### src/rtl/pipe_stage_buf_pkg.sv
`default_nettype none
// +--------------------------------------------------------------------------+
// | Module  : pipe_stage_buf_pkg                                             |
// | Purpose : Shared definitions for the inter-stage pipeline buffer: state  |
// |           encoding of the occupancy FSM, standard CTRL field offsets and |
// |           a state-to-occupancy helper.                                   |
// | Ports   : none (package)                                                 |
// | Rev     : 1.0  initial release                                           |
// +--------------------------------------------------------------------------+
package pipe_stage_buf_pkg;

  // State encoding equals the number of held entries, so occ is a direct read.
  typedef enum logic [1:0] {
    ST_EMPTY = 2'd0,
    ST_ONE   = 2'd1,
    ST_TWO   = 2'd2
  } state_t;

  // Standard CTRL field layout shared by every stage instance.
  localparam int CTRL_MEM_R_EN   = 0;
  localparam int CTRL_MEM_W_EN   = 1;
  localparam int CTRL_WB_EN      = 2;
  localparam int CTRL_EXE_CMD_LSB = 3;
  localparam int CTRL_EXE_CMD_W  = 4;
  localparam int CTRL_BR_EN      = 7;

  function automatic logic [1:0] occ_of(input state_t s);
    return 2'(s);
  endfunction

endpackage : pipe_stage_buf_pkg
`default_nettype wire

### src/rtl/pipe_stage_buf_if.sv
`default_nettype none
// +--------------------------------------------------------------------------+
// | Module  : pipe_stage_buf_if                                              |
// | Purpose : Valid/ready stage bus carrying a control field and a datapath  |
// |           field.                                                         |
// | Ports   : valid, ready, ctrl[CTRL_W], data[DATA_W]                       |
// |           master : drives valid/ctrl/data, receives ready                |
// |           slave  : receives valid/ctrl/data, drives ready                |
// | Rev     : 1.0  initial release                                           |
// +--------------------------------------------------------------------------+
interface pipe_stage_buf_if #(
  parameter int CTRL_W = 8,
  parameter int DATA_W = 128
) ();
  logic              valid;
  logic              ready;
  logic [CTRL_W-1:0] ctrl;
  logic [DATA_W-1:0] data;

  modport master (output valid, output ctrl, output data, input ready);
  modport slave  (input valid, input ctrl, input data, output ready);
endinterface : pipe_stage_buf_if
`default_nettype wire

### src/rtl/pipe_stage_buf_slot.sv
`default_nettype none
// +--------------------------------------------------------------------------+
// | Module  : pipe_stage_buf_slot                                            |
// | Purpose : One buffer entry: CTRL+DATA register with load enable and a    |
// |           valid flag that is rewritten every cycle.                      |
// | Ports   : clk, rst (async, active-low), load, valid_d, ctrl_d, data_d,   |
// |           valid_q, ctrl_q, data_q                                        |
// | Rev     : 1.0  initial release                                           |
// +--------------------------------------------------------------------------+
module pipe_stage_buf_slot #(
  parameter int CTRL_W = 8,
  parameter int DATA_W = 128
) (
  input  wire logic              clk,
  input  wire logic              rst,
  input  wire logic              load,
  input  wire logic              valid_d,
  input  wire logic [CTRL_W-1:0] ctrl_d,
  input  wire logic [DATA_W-1:0] data_d,
  output logic                   valid_q,
  output logic      [CTRL_W-1:0] ctrl_q,
  output logic      [DATA_W-1:0] data_q
);

  always_ff @(posedge clk or negedge rst) begin
    if (!rst) begin
      valid_q <= 1'b0;
      ctrl_q  <= '0;
      data_q  <= '0;
    end else begin
      valid_q <= valid_d;
      if (load) begin
        ctrl_q <= ctrl_d;
        data_q <= data_d;
      end
    end
  end

endmodule : pipe_stage_buf_slot
`default_nettype wire

### src/rtl/pipe_stage_buf.sv
`default_nettype none
// +--------------------------------------------------------------------------+
// | Module  : pipe_stage_buf                                                 |
// | Purpose : Inter-stage pipeline register with valid/ready handshake,      |
// |           back-pressure, flush and an optional skid entry that makes     |
// |           the upstream ready a pure flop. Control bits are zeroed in     |
// |           bubbles.                                                       |
// | Ports   : clk, rst (async, active-low), flush                            |
// |           up  (slave)  : incoming entry (in_valid/in_ready/ctrl/data)    |
// |           dn  (master) : outgoing entry (out_valid/out_ready/ctrl/data)  |
// |           occ[1:0]     : entries held                                    |
// | Rev     : 1.0  initial release                                           |
// +--------------------------------------------------------------------------+
module pipe_stage_buf
  import pipe_stage_buf_pkg::*;
#(
  parameter int CTRL_W = 8,
  parameter int DATA_W = 128,
  parameter int SKID   = 1
) (
  input  wire logic         clk,
  input  wire logic         rst,
  input  wire logic         flush,
  pipe_stage_buf_if.slave   up,
  pipe_stage_buf_if.master  dn,
  output logic [1:0]        occ
);

  state_t              r_state;
  state_t              w_next;
  logic                w_push;
  logic                w_pop;
  logic                w_in_ready;
  logic                w_main_load;
  logic                w_main_valid;
  logic [CTRL_W-1:0]   w_main_ctrl;
  logic [DATA_W-1:0]   w_main_data;
  logic [CTRL_W-1:0]   w_main_ctrl_d;
  logic [DATA_W-1:0]   w_main_data_d;
  logic                w_skid_valid;
  logic [CTRL_W-1:0]   w_skid_ctrl;
  logic [DATA_W-1:0]   w_skid_data;

  assign w_push = up.valid && w_in_ready;
  assign w_pop  = w_main_valid && dn.ready;

  always_ff @(posedge clk or negedge rst) begin
    if (!rst) r_state <= ST_EMPTY;
    else      r_state <= w_next;
  end

  // Flush wins over everything: no load happens, so a flushed push can never
  // surface at the output.
  always_comb begin
    w_next      = r_state;
    w_main_load = 1'b0;
    if (flush) begin
      w_next = ST_EMPTY;
    end else begin
      case (r_state)
        ST_EMPTY: begin
          if (w_push) begin
            w_next      = ST_ONE;
            w_main_load = 1'b1;
          end
        end
        ST_ONE: begin
          if (w_push && w_pop) begin
            w_main_load = 1'b1;
          end else if (w_push) begin
            w_next = ST_TWO;
          end else if (w_pop) begin
            w_next = ST_EMPTY;
          end
        end
        ST_TWO: begin
          if (w_pop) begin
            w_next      = ST_ONE;
            w_main_load = 1'b1;
          end
        end
        default: w_next = ST_EMPTY;
      endcase
    end
  end

  // Main reloads from skid whenever skid holds the older pending entry.
  assign w_main_ctrl_d = w_skid_valid ? w_skid_ctrl : up.ctrl;
  assign w_main_data_d = w_skid_valid ? w_skid_data : up.data;

  pipe_stage_buf_slot #(.CTRL_W(CTRL_W), .DATA_W(DATA_W)) main (
    .clk     (clk),
    .rst     (rst),
    .load    (w_main_load),
    .valid_d (w_next != ST_EMPTY),
    .ctrl_d  (w_main_ctrl_d),
    .data_d  (w_main_data_d),
    .valid_q (w_main_valid),
    .ctrl_q  (w_main_ctrl),
    .data_q  (w_main_data)
  );

  generate
    if (SKID != 0) begin : g_skid
      logic skid_load;
      logic r_in_ready;

      // Only ONE->TWO captures into skid (push while downstream stalls).
      assign skid_load = (r_state == ST_ONE) && (w_next == ST_TWO);

      pipe_stage_buf_slot #(.CTRL_W(CTRL_W), .DATA_W(DATA_W)) skid (
        .clk     (clk),
        .rst     (rst),
        .load    (skid_load),
        .valid_d (w_next == ST_TWO),
        .ctrl_d  (up.ctrl),
        .data_d  (up.data),
        .valid_q (w_skid_valid),
        .ctrl_q  (w_skid_ctrl),
        .data_q  (w_skid_data)
      );

      always_ff @(posedge clk or negedge rst) begin
        if (!rst) r_in_ready <= 1'b1;
        else      r_in_ready <= (w_next != ST_TWO);
      end

      assign w_in_ready = r_in_ready;
    end else begin : g_no_skid
      assign w_skid_valid = 1'b0;
      assign w_skid_ctrl  = '0;
      assign w_skid_data  = '0;
      // Single entry: ready combinationally follows out_ready when full.
      assign w_in_ready   = !w_main_valid || dn.ready;
    end
  endgenerate

  assign up.ready = w_in_ready;
  assign dn.valid = w_main_valid;
  assign dn.ctrl  = w_main_ctrl & {CTRL_W{w_main_valid}};
  assign dn.data  = w_main_data;
  assign occ      = occ_of(r_state);

endmodule : pipe_stage_buf
`default_nettype wire

### src/flat_wrapper.sv
// flat-port wrapper written by rule: the top's interface ports become plain ports
module pipe_stage_buf_flat import pipe_stage_buf_pkg::*;
#(
  parameter int CTRL_W = 8,
  parameter int DATA_W = 128,
  parameter int SKID   = 1
)
  (clk, rst, flush, occ, up_valid, up_ctrl, up_data, up_ready, dn_valid, dn_ctrl, dn_data, dn_ready);
  pipe_stage_buf_if #(.CTRL_W(CTRL_W), .DATA_W(DATA_W)) up_i ();
  pipe_stage_buf_if #(.CTRL_W(CTRL_W), .DATA_W(DATA_W)) dn_i ();
  input  wire logic clk;
  input  wire logic rst;
  input  wire logic flush;
  output logic [1:0] occ;
  input wire logic [$bits(up_i.valid)-1:0] up_valid;
  input wire logic [$bits(up_i.ctrl)-1:0] up_ctrl;
  input wire logic [$bits(up_i.data)-1:0] up_data;
  output wire logic [$bits(up_i.ready)-1:0] up_ready;
  output wire logic [$bits(dn_i.valid)-1:0] dn_valid;
  output wire logic [$bits(dn_i.ctrl)-1:0] dn_ctrl;
  output wire logic [$bits(dn_i.data)-1:0] dn_data;
  input wire logic [$bits(dn_i.ready)-1:0] dn_ready;
  assign up_i.valid = up_valid;
  assign up_i.ctrl = up_ctrl;
  assign up_i.data = up_data;
  assign up_ready = up_i.ready;
  assign dn_valid = dn_i.valid;
  assign dn_ctrl = dn_i.ctrl;
  assign dn_data = dn_i.data;
  assign dn_i.ready = dn_ready;
  pipe_stage_buf #(.CTRL_W(CTRL_W), .DATA_W(DATA_W), .SKID(SKID)) u_core (.clk(clk), .rst(rst), .flush(flush), .up(up_i), .dn(dn_i), .occ(occ));
endmodule
### config.mk
export PLATFORM = sky130hd
export DESIGN_NAME = pipe_stage_buf_flat
export DESIGN_NICKNAME = d
export VERILOG_FILES = /design/src/rtl/pipe_stage_buf_pkg.sv /design/src/rtl/pipe_stage_buf_if.sv /design/src/rtl/pipe_stage_buf_slot.sv /design/src/rtl/pipe_stage_buf.sv /design/src/flat_wrapper.sv
export SDC_FILE = /design/constraint.sdc
export NUM_CORES = 1
export LEC_CHECK = 0
export BUFFER_PORTS_ARGS = -buffer_cell sky130_fd_sc_hd__buf_2
export CAP_MARGIN = 20
export CORE_MARGIN = 2
export CORE_UTILIZATION = 55
export CTS_CLUSTER_DIAMETER = 50
export DETAILED_ROUTE_END_ITERATION = 12
export GPL_ROUTABILITY_DRIVEN = 0
export PLACE_DENSITY = 0.81
export SLEW_MARGIN = 20
export SYNTH_ARGS = -nofsm -noshare
export SYNTH_HDL_FRONTEND = slang
export SYNTH_SLANG_ARGS = --single-unit
export TNS_END_PERCENT = 20
### constraint.sdc
create_clock -name clk -period 6.01 [get_ports clk]
set_input_delay 1.202 -clock clk [delete_from_list [all_inputs] [get_ports clk]]
set_output_delay 1.202 -clock clk [all_outputs]
set_load 0.05 [all_outputs]
# Yosys cells after proc, flatten, opt, wreduce, memory -nomap -nowiden
# Cells that the tools add are included.
dict set report totals {
  regBits 277
  inputBits 141
  word_cells 33
}
dict set report classes {
  eq_ne 4
  muxes 14
  bitwise_logic 1
  n_reduce_logical 6
}
# op count
set ops {}
lappend ops {{128-bit two-way mux} 1}
lappend ops {{2-bit two-way mux} 6}
lappend ops {{8-bit bitwise AND} 1}
lappend ops {{8-bit two-way mux} 1}
lappend ops {{2-bit case mux with 3 select lines} 1}
lappend ops {{2-bit == test, second input constant} 2}
lappend ops {{1-bit logical AND} 4}
lappend ops {{1-bit two-way mux} 4}
lappend ops {{1-bit case mux with 3 select lines} 1}
lappend ops {{2-bit by 1-bit == test with 1-bit output, second input constant} 1}
lappend ops {{2-bit zero test} 1}
lappend ops {{2-bit != test, second input constant} 1}
lappend ops {{2-bit nonzero test} 1}

# Longest topological paths before layout
# Gate-level depths: netlist of the first run.
dict set report logic_depth {
  word_depth 8
  mapped_depth 6
  depth_no_buf 3
}

# Cells and area by module
# From an unflattened synthesis of the first run, not the netlist that was laid out.
dict set report unflattened {
  hier_cells 757
  hier_area_um2 12478.2
}
# mod instances cells_per_inst area_each_um2 seq_area_each_um2
set modules_own_cells {}
lappend modules_own_cells {pipe_stage_buf_slot 2 288 5222.5 3428.3}
lappend modules_own_cells {pipe_stage_buf 1 181 2033.2 76.3}

# Worst setup path before layout of the first run
# Ideal clock, no wire load.
dict set report synth_path {
  kind {input-to-reg}
  start {in dn_ready}
  end {reg u_core.g_skid.skid.data_q[100]}
  setup_time_ps 125
  arrival_ps 2497
  t_required_ps 5885
  path_slack_ps 3388
  stages 6
  path_cell_list {nand2_1 or4b_1 buf_2 buf_6 buf_6 mux2_4}
}
dict set report synth_via {
  elab_chain_len 8
}
# item line
set synth_lines {}
lappend synth_lines {{start, declared} flat_wrapper.sv:22} ;# input wire logic [$bits(dn_i.ready)-1:0] dn_ready;
lappend synth_lines {{1-bit logical AND (*)} pipe_stage_buf.sv:45} ;# assign w_pop = w_main_valid && dn.ready;
lappend synth_lines {{2-bit two-way mux} pipe_stage_buf.sv:72} ;# end else if (w_pop) begin
lappend synth_lines {{2-bit two-way mux} pipe_stage_buf.sv:70} ;# end else if (w_push) begin
lappend synth_lines {{2-bit two-way mux} pipe_stage_buf.sv:68} ;# if (w_push && w_pop) begin
lappend synth_lines {{2-bit case mux with 3 select lines (*)} pipe_stage_buf.sv:60} ;# case (r_state)
lappend synth_lines {{2-bit two-way mux (*)} pipe_stage_buf.sv:57} ;# if (flush) begin
lappend synth_lines {{2-bit == test (*)} pipe_stage_buf.sv:109} ;# assign skid_load = (r_state == ST_ONE) && (w_next == ST_TWO);
lappend synth_lines {{1-bit logical AND (*)} pipe_stage_buf.sv:109}
lappend synth_lines {{end signal, assigned} pipe_stage_buf_slot.sv:34} ;# data_q <= data_d;
lappend synth_lines {{end, declared} pipe_stage_buf_slot.sv:22} ;# output logic [DATA_W-1:0] data_q
# Every way passes the cells marked *; elsewhere a longest branch is shown, timed or not.
# A chain may end at the register's enable or synchronous reset.

# Worst setup path after layout of the first run
dict set report layout_path {
  start {in dn_ready}
  end {reg u_core.g_skid.skid.data_q[32]}
}
# The elaborated chain is that of the path after synthesis.

==> results.cfg, run 1 <==
[final_layout]
finalNetCount = 1175
nFillCells = 1538
fin_util_pct = 67.9
multi_input_area_sq_mm = 0.00494
syn2layout_area_growth_pct = 21.8
register_area_sq_mm = 0.00694
drive_above_1_share_pct = 69.7

[sta]
min_period_ns = 3.06
tightest_slew_ns = 0.943
fin_setup_tns_ns = 0
finalHoldWorstSlack_ns = 0.477
hold_violations = 0
slew_viol_final = 0
fmax_mhz = 327
rsz0062_at_grt = no
clock_skew_ns = 0.00999
setup_viol = 0
fin_ws_ns = 2.95
slew_headroom_pct = 37.1
period_share_pct = 50.9

[min_path]
min_path_type = flip-flop to flip-flop
hold-path-endpoint = u_core.main.ctrl_q[4]
min_from = u_core.main.ctrl_q[4]
min_path_cells = 1

[clock_network]
ctsResizeCount = 0
hold_buffers = 0
htree_levels = 1
cts_num_sinks = 277
cts_setup_buffers = 0
cts_buffer_depth = 3
clockRootBuffer = clkbuf_16
numCtsBuffers = 31
path_clk_slew_ns = 0.06
insertion_delay_ns = 0.54
cts_tree = yes

[status]
run_status = finished clean

[synth]
ys_seq_area_share_pct = 57.2
synth_top_area_cell = dfrtp_1
syn_area_sq_mm = 0.0121
synth_warnings = 0
synth_seq_cells = 277
avgSynthCellArea_sq_um = 16.0
netlist_top_cells_count = 350 x mux2_2, 276 x dfrtp_1, 40 x mux2_4
synth_top_area_share_pct = 57.0
ys_async_sr_fraction_pct = 100
synth_nets = 899
synth.area.top_cells = dfrtp_1 57%, mux2_2 33%, mux2_4 5.0%, mux2_1 1.7%, buf_2 0.91%
synthCells = 758
synth_edf_count = 0
synth.most_common_cell = mux2_2
ys_types = 23
ys.flop_type = dfrtp_1

[routing]
drt-wirelength-per-cell_microns = 18.3
vias = 7252
wl_microns = 24600
postRouteAntennaNets = 0
avgViaCountPerCell = 5.40
first_pass_iters = 4
drc = 0
drt_iter0_drc = 274

[worst_setup_path]
cpMaxStageDelayCell = buf_4
cp_max_fo = 67
crit_chain = buf_2, nand2_1, or4b_4, buf_4, mux2_2
reg2reg_from = u_core.main.valid_q
reg2reg_slack_ns = 3.09
endpoint_kind = flip-flop
cp_num_buf_inv = 2
crit_path_start = dn_ready
critPathLaunchType = input port
required_ns = 6.43
critPathArrivalTime_ns = 3.48
critical_path.top_delay_family = buffers and inverters
rr_endpoint = u_core.g_skid.skid.data_q[32]
critPathKind = input port to flip-flop
slowest_delay_ns = 0.82
reg2regPathDepth = 4

[global_routing]
met2_usage_pct = 34.7
grt_max_degree = 129
first_global_vias = 7661
grt_pass1_wl_microns = 40400
busiest_layer = met2
met1_usage_pct = 27.6
use_met3_pct = 5.29
grt.total_usage_pct = 21.0
overflow = 0
antenna_found_initial = 6

[die]
die_w_microns = 152
die_h_microns = 152
dieArea_sq_mm = 0.0232
io_pins = 281
num_rows = 54
start_util_pct = 55.7
core_sq_mm = 0.0218

[pwr]
power_density_mw_per_mm2 = 467
total_power_mw = 6.90
power.leakage_nw = 6.89
ir_worst_vdd_v = 0.000329

[place]
pre_cts_ws_ns = 2.39
hpwl_microns = 15800
portBuffers = 280

[job]
maxCapViolCount = 0
[cell families after synthesis]
group                  after synthesis  share of synthesized area (%)
buffers and inverters               46                           2.18
AOI/OAI and AO/OA                    5                          0.310
muxes                              408                           39.1
DFF                                277                           57.2
and+or+nand+nor                     22                           1.17
[metrics by stage]
| step | area (sq um) | instances |
|---|---|---|
| 3_5_place_dp | 13700 | 1281 |
| 5_1_grt | 14800 | 1344 |
| 4_1_cts | 14800 | 1338 |
| 2_1_floorplan | 12100 | 758 |
| 6_report | 14800 | 1344 |
| 3_3_place_gp | 13700 | 1281 |
[metal layers]
layer  vias to the layer above  wire (microns)  share of wire (%)
met5                         -               0                  0
met4                         0             663                2.7
met3                        44            1570                6.4
met2                       195           12100                 49
met1                      3713           10300                 42
li1                       3300               -                  -
[layout by cell type, fill, tap and decap left out, drive strengths merged]
master / Yosys / routed
bufinv: 0 / 3
inv: 1 / 3
and2: 9 / 9
clkinv: 0 / 8
a211o: 1 / 1
clkinvlp: 0 / 5
nand2: 4 / 4
buf: 32 / 288
a221oi: 2 / 2
clkbuf: 13 / 39
or4b: 1 / 1
nand2b: 1 / 1
nor3: 2 / 2
or3: 1 / 1
nand3b: 1 / 1
a31oi: 1 / 1
dfstp: 1 / 1
diode: 0 / 6
nand3: 1 / 1
mux2: 408 / 408
a21oi: 1 / 1
or2: 2 / 2
dfrtp: 276 / 276
[worst max-delay path by stage]
stage	to	slack (ns)	depth (start not counted)
final	u_core.g_skid.skid.data_q[32]	2.95	5
after global routing	u_core.g_skid.skid.data_q[7]	2.83	5
after CTS	u_core.g_skid.skid.data_q[7]	2.99	5
after detailed placement	u_core.g_skid.skid.data_q[22]	2.39	5
after global placement	u_core.g_skid.skid.data_q[50]	2.43	5
after floorplan	u_core.g_skid.skid.data_q[100]	3.39	6
[registers in the layout (all words and copies together) (netlist names)]
register,count
u_core.g_skid.skid.ctrl_q,8
u_core.main.data_q,128
u_core.main.valid_q,1
u_core.g_skid.skid.valid_q,1
u_core.main.ctrl_q,8
u_core.g_skid.skid.data_q,128
u_core.occ,2
u_core.up.ready,1
[worst register-to-register path: cells and delay by family, from the launching register on]
kind / cells / cell delay [ns]
and+or+nand+nor: 2 / 0.95
buffers and inverters: 1 / 0.85
DFF: 1 / 0.51
muxes: 1 / 0.50
[layout make-up]
type                    count  area share (%)
well taps                 280            2.37
inverters                   1          0.0254
clock inverters            18            1.25
multi-input cells         435            33.5
repair buffers            288            10.1
flip-flops and latches    277            47.0
diodes                      6           0.102
clock buffers              39            5.66
[power by group]
part           internal, mW  total, mW  switching, mW
sequential             2.48       2.80          0.314
clock                  1.12       1.88          0.763
combinational         0.823       2.23           1.40
total                  4.42       6.90           2.48
No activity file was read; power rests on OpenSTA's default activity.
==> run 2, diff against run 1 <==
--- a/config.mk
+++ b/config.mk
@@ -8,11 +8,11 @@
 export BUFFER_PORTS_ARGS = -buffer_cell sky130_fd_sc_hd__buf_2
 export CAP_MARGIN = 20
 export CORE_MARGIN = 2
-export CORE_UTILIZATION = 55
+export CORE_UTILIZATION = 49
 export CTS_CLUSTER_DIAMETER = 50
 export DETAILED_ROUTE_END_ITERATION = 12
 export GPL_ROUTABILITY_DRIVEN = 0
-export PLACE_DENSITY = 0.81
+export PLACE_DENSITY = 0.77
 export SLEW_MARGIN = 20
 export SYNTH_ARGS = -nofsm -noshare
 export SYNTH_HDL_FRONTEND = slang
==> constraint.sdc (replaced) <==
create_clock -name clk -period 2.7 [get_ports clk]
set_input_delay 0.54 -clock clk [delete_from_list [all_inputs] [get_ports clk]]
set_output_delay 0.54 -clock clk [all_outputs]
set_load 0.05 [all_outputs]
==> results.cfg, run 2 (same netlist as run 1, synthesis figures left out) <==
[die]
io_pins = 281
dieArea_sq_mm = 0.0260
die_h_microns = 161
num_rows = 57
start_util_pct = 49.8
core_sq_mm = 0.0243
die_w_microns = 161

[worst_setup_path]
reg2regPathDepth = 5
critPathArrivalTime_ns = 2.72
endpoint_kind = flip-flop
crit_chain = nand3b_4, or4b_4, buf_12, buf_12, mux2_2
cpMaxStageDelayCell = or4b_4
reg2reg_slack_ns = 0.41
cpMostUsedCell = buf_12
critical_path.top_delay_family = simple AND/OR/NAND/NOR gates
required_ns = 3.13
critPathKind = flip-flop to flip-flop
cp_max_fo = 49
cp_num_buf_inv = 2
rr_endpoint = u_core.g_skid.skid.data_q[0]
reg2reg_from = u_core.up.ready
slowest_delay_ns = 0.68
critPathLaunchType = flip-flop

[pwr]
power_density_mw_per_mm2 = 1030
power.leakage_nw = 7.05
ir_worst_vdd_v = 0.000732

[global_routing]
first_global_vias = 7889
grt.total_usage_pct = 19.5
grt_pass1_wl_microns = 41200
overflow = 0
grt_max_degree = 86
antenna_found_initial = 3

[sta]
slew_viol_final = 0
fin_setup_tns_ns = 0
period_share_pct = 85.0
slew_headroom_pct = 49.8
tightest_slew_ns = 0.753
setup_viol = 0
hold_violations = 0
rsz0062_at_grt = no
min_period_ns = 2.29
fmax_mhz = 436
clock_skew_ns = 0.00945

[final_layout]
multi_input_area_sq_mm = 0.00494
fin_util_pct = 62.2
final_common_cell = mux2_2
syn2layout_area_growth_pct = 24.8
drive_above_1_share_pct = 69.7
reg_top3 = u_core.g_skid.skid.data_q: 128 flops, u_core.main.data_q: 128 flops
finalNetCount = 1190
register_area_sq_mm = 0.00694
final_area_sq_mm = 0.0151
final_cell_mix = 350 x mux2_2, 279 x buf_2, 275 x dfrtp_1
nFillCells = 1871

[clock_network]
path_clk_slew_ns = 0.06
cts_tree = yes
htree_levels = 1
cts_num_sinks = 277
cts_setup_buffers = 0
clockRootBuffer = clkbuf_16
cts_buffer_depth = 3
hold_buffers = 1
ctsResizeCount = 0
numCtsBuffers = 31
insertion_delay_ns = 0.55

[routing]
first_pass_iters = 4
wl_microns = 25300
drc = 0
drt_iter0_drc = 238
postRouteAntennaNets = 0
drt-wirelength-per-cell_microns = 18.1
avgViaCountPerCell = 5.18
vias = 7255

[place]
portBuffers = 280
place_area_sq_mm = 0.0140
hpwl_microns = 17100

[min_path]
min_path_type = input port to flip-flop
min_path_cells = 2
hold-path-endpoint = u_core.g_skid.skid.ctrl_q[2]
min_from = up_ctrl[2]

[job]
maxCapViolCount = 0

[status]
run_status = finished clean
-- run 2: changes by cell type in the layout (fill, tap and decap cells not counted), sizes merged, moves of 4 or more --
cell      delta
buf         +14
diode        -4
clkinv       -4
clkbuf       +9
clkinvlp     -4
-- run 2: worst max path at each step --
| stage | cells past startpoint | end | slack, ns | start |
|---|---|---|---|---|
| global placement | 6 | u_core.g_skid.skid.data_q[10] | 0.35 | up_valid |
| CTS | 5 | u_core.g_skid.skid.data_q[0] | 0.40 | u_core.up.ready |
| detailed placement | 6 | u_core.g_skid.skid.data_q[2] | 0.30 | up_valid |
| global route | 5 | u_core.g_skid.skid.data_q[0] | 0.35 | u_core.up.ready |
| floorplan | 6 | u_core.main.data_q[101] | 0.51 | u_core.occ[0] |
| finish | 5 | u_core.g_skid.skid.data_q[0] | 0.41 | u_core.up.ready |
-- run 2: final cells by class --
type	instances	area share [%]
antenna	2	0.0331
clock buffer	48	6.14
clock inverter	10	1.03
inverter	1	0.0248
multi-input combinational	435	32.7
sequential	277	45.8
tap	324	2.68
timing repair buffer	303	11.6
-- run 2: layer usage --
metal  share of wire (%)  vias to the layer above  track usage (%)  wire length (microns)
met5               0.044                        -                0                     11
met2                  49                      198             33.6                  12400
met4                 2.7                        2             5.60                    693
met3                 6.4                       51             4.75                   1620
li1                    -                     3320                -                      -
met1                  42                     3684             24.5                  10600
-- run 2: worst reg2reg max path, cell delays in order, from the launching register on --
cell	delay, ns
dfstp_2	0.58
nand3b_4	0.11
or4b_4	0.68
buf_12	0.24
buf_12	0.22
mux2_2	0.34
-- run 2: through the flow --
step | std cells | total power, mW | setup slack, ns | hold WS (ns)
floorplan | 758 | 9.97 | 0.507 | 0.244
global placement | 1339 | 11.2 | 0.350 | 0.463
CTS | 1398 | 15.8 | 0.395 | 0.206
finish | 1400 | 15.6 | 0.405 | 0.235
global route | 1400 | 16.3 | 0.350 | 0.214
detailed placement | 1339 | 11.3 | 0.303 | 0.470
-- run 2: report_power, final --
| group | internal [mW] | switching (mW) | leakage [nW] |
|---|---|---|---|
| Sequential | 5.53 | 0.688 | 3.31 |
| Combinational | 1.87 | 3.15 | 3.20 |
| Clock | 2.73 | 1.62 | 0.533 |
==> run 3, diff against run 2 <==
==> constraint.sdc (replaced) <==
create_clock -name clk -period 2 [get_ports clk]
set_input_delay 0.4 -clock clk [delete_from_list [all_inputs] [get_ports clk]]
set_output_delay 0.4 -clock clk [all_outputs]
set_load 0.05 [all_outputs]
==> results.cfg, run 3 (same netlist as run 1, synthesis figures left out) <==
[status]
run_status = finished with violations
violations = setup timing

[global_routing]
overflow = 0
first_global_vias = 7720
antenna_found_initial = 2
grt_pass1_wl_microns = 41100
grt_max_degree = 60
grt.total_usage_pct = 19.4

[final_layout]
nFillCells = 1805
fin_util_pct = 62.8
drive_above_1_share_pct = 71.0
final_cell_mix = 350 x mux2_2, 279 x buf_2, 272 x dfrtp_1
syn2layout_area_growth_pct = 25.9
final_area_sq_mm = 0.0153
final_common_cell = mux2_2
instances_no_fill = 1411
finalNetCount = 1202
reg_top3 = u_core.g_skid.skid.data_q: 128 flops, u_core.main.data_q: 128 flops

[worst_setup_path]
reg2regPathDepth = 4
critPathLaunchType = flip-flop
critPathKind = flip-flop to flip-flop
crit_path_start = u_core.up.ready
reg2reg_slack_ns = -0.05
required_ns = 2.42
reg2reg_from = u_core.up.ready
cp_max_fo = 56
critPathArrivalTime_ns = 2.47
rr_endpoint = u_core.g_skid.skid.data_q[89]
endpoint_kind = flip-flop

[routing]
postRouteAntennaNets = 0
drc = 0
wl_microns = 25300
avgViaCountPerCell = 5.18
drt-wirelength-per-cell_microns = 17.9
drt_iter0_drc = 306
first_pass_iters = 4
vias = 7303

[min_path]
min_path_cells = 2
min_path_type = input port to flip-flop
min_from = up_data[43]
hold-path-endpoint = u_core.g_skid.skid.data_q[43]

[die]
die_h_microns = 161
die_w_microns = 161
dieArea_sq_mm = 0.0260
io_pins = 281
start_util_pct = 49.8
core_sq_mm = 0.0243
num_rows = 57

[place]
dpl.cell_count = 1351
place_area_sq_mm = 0.0142
pre_cts_ws_ns = 0.00190
hpwl_microns = 17500
portBuffers = 280

[sta]
fin_setup_tns_ns = -0.960
clock_skew_ns = 0.00869
period_share_pct = 102
rsz0062_at_grt = yes
setup_viol = 40
fin_ws_ns = -0.0487
slew_headroom_pct = 71.0
min_period_ns = 2.05
hold_violations = 0
finalHoldWorstSlack_ns = 0.0966
tightest_slew_ns = 0.435
fmax_mhz = 488
slew_viol_final = 0

[clock_network]
htree_levels = 1
cts_setup_buffers = 0
path_clk_slew_ns = 0.06
cts_num_sinks = 277
cts_tree = yes
insertion_delay_ns = 0.54
numCtsBuffers = 31
ctsResizeCount = 0
cts_buffer_depth = 3
clockRootBuffer = clkbuf_16

[pwr]
total_power_mw = 21.0
power.leakage_nw = 7.11
ir_worst_vdd_v = 0.000787
power_density_mw_per_mm2 = 1380

[job]
maxCapViolCount = 0
[run 3: layout make-up]
| cell class | count | area [sq um] | share of cell area (%) |
|---|---|---|---|
| clock inverters | 17 | 180 | 1.18 |
| diodes | 2 | 5.00 | 0.0328 |
| well taps | 324 | 405 | 2.66 |
| inverters | 1 | 3.75 | 0.0246 |
| repair buffers | 315 | 1890 | 12.4 |
| flip-flops and latches | 277 | 6940 | 45.5 |
| multi-input cells | 435 | 4950 | 32.4 |
| clock buffers | 40 | 890 | 5.83 |
[run 3: routing by layer]
| layer | GRT usage, % | up-vias | wire length (microns) |
|---|---|---|---|
| met5 | 0 | - | 0 |
| met4 | 6.49 | 0 | 818 |
| met3 | 5.21 | 56 | 1780 |
| met2 | 30.8 | 212 | 11900 |
| met1 | 26.1 | 3701 | 10900 |
| li1 | - | 3334 | - |
[run 3: critical path, stage by stage, from the launching register on]
cell      delay [ns]
dfstp_4         0.62
nand3b_4        0.09
or4b_4          0.54
buf_12          0.23
mux2_4          0.36
[run 3: worst max path at each step]
stage | end | slack [ns] | cells past startpoint
2_1_floorplan | u_core.g_skid.skid.data_q[100] | -0.11 | 6
3_3_place_gp | u_core.g_skid.skid.data_q[73] | 0.03 | 4
3_5_place_dp | u_core.g_skid.skid.data_q[89] | 0.002 | 4
4_1_cts | u_core.g_skid.skid.data_q[89] | -0.002 | 4
5_1_grt | u_core.g_skid.skid.data_q[91] | -0.07 | 4
6_report | u_core.g_skid.skid.data_q[89] | -0.05 | 4
[run 3: power by group]
group | leakage (nW) | switching (mW) | total, mW | internal [mW]
sequential | 3.31 | 0.916 | 8.38 | 7.47
combinational | 3.27 | 4.28 | 6.84 | 2.56
clock | 0.531 | 2.28 | 5.79 | 3.52
[run 3: repair_timing]
action | in CTS | in global routing
endpoints found under the setup margin | 1 | 177
cloned | 0 | 0
hold buffers | 1 | 0
endpoints found under the hold margin | 36 | 0
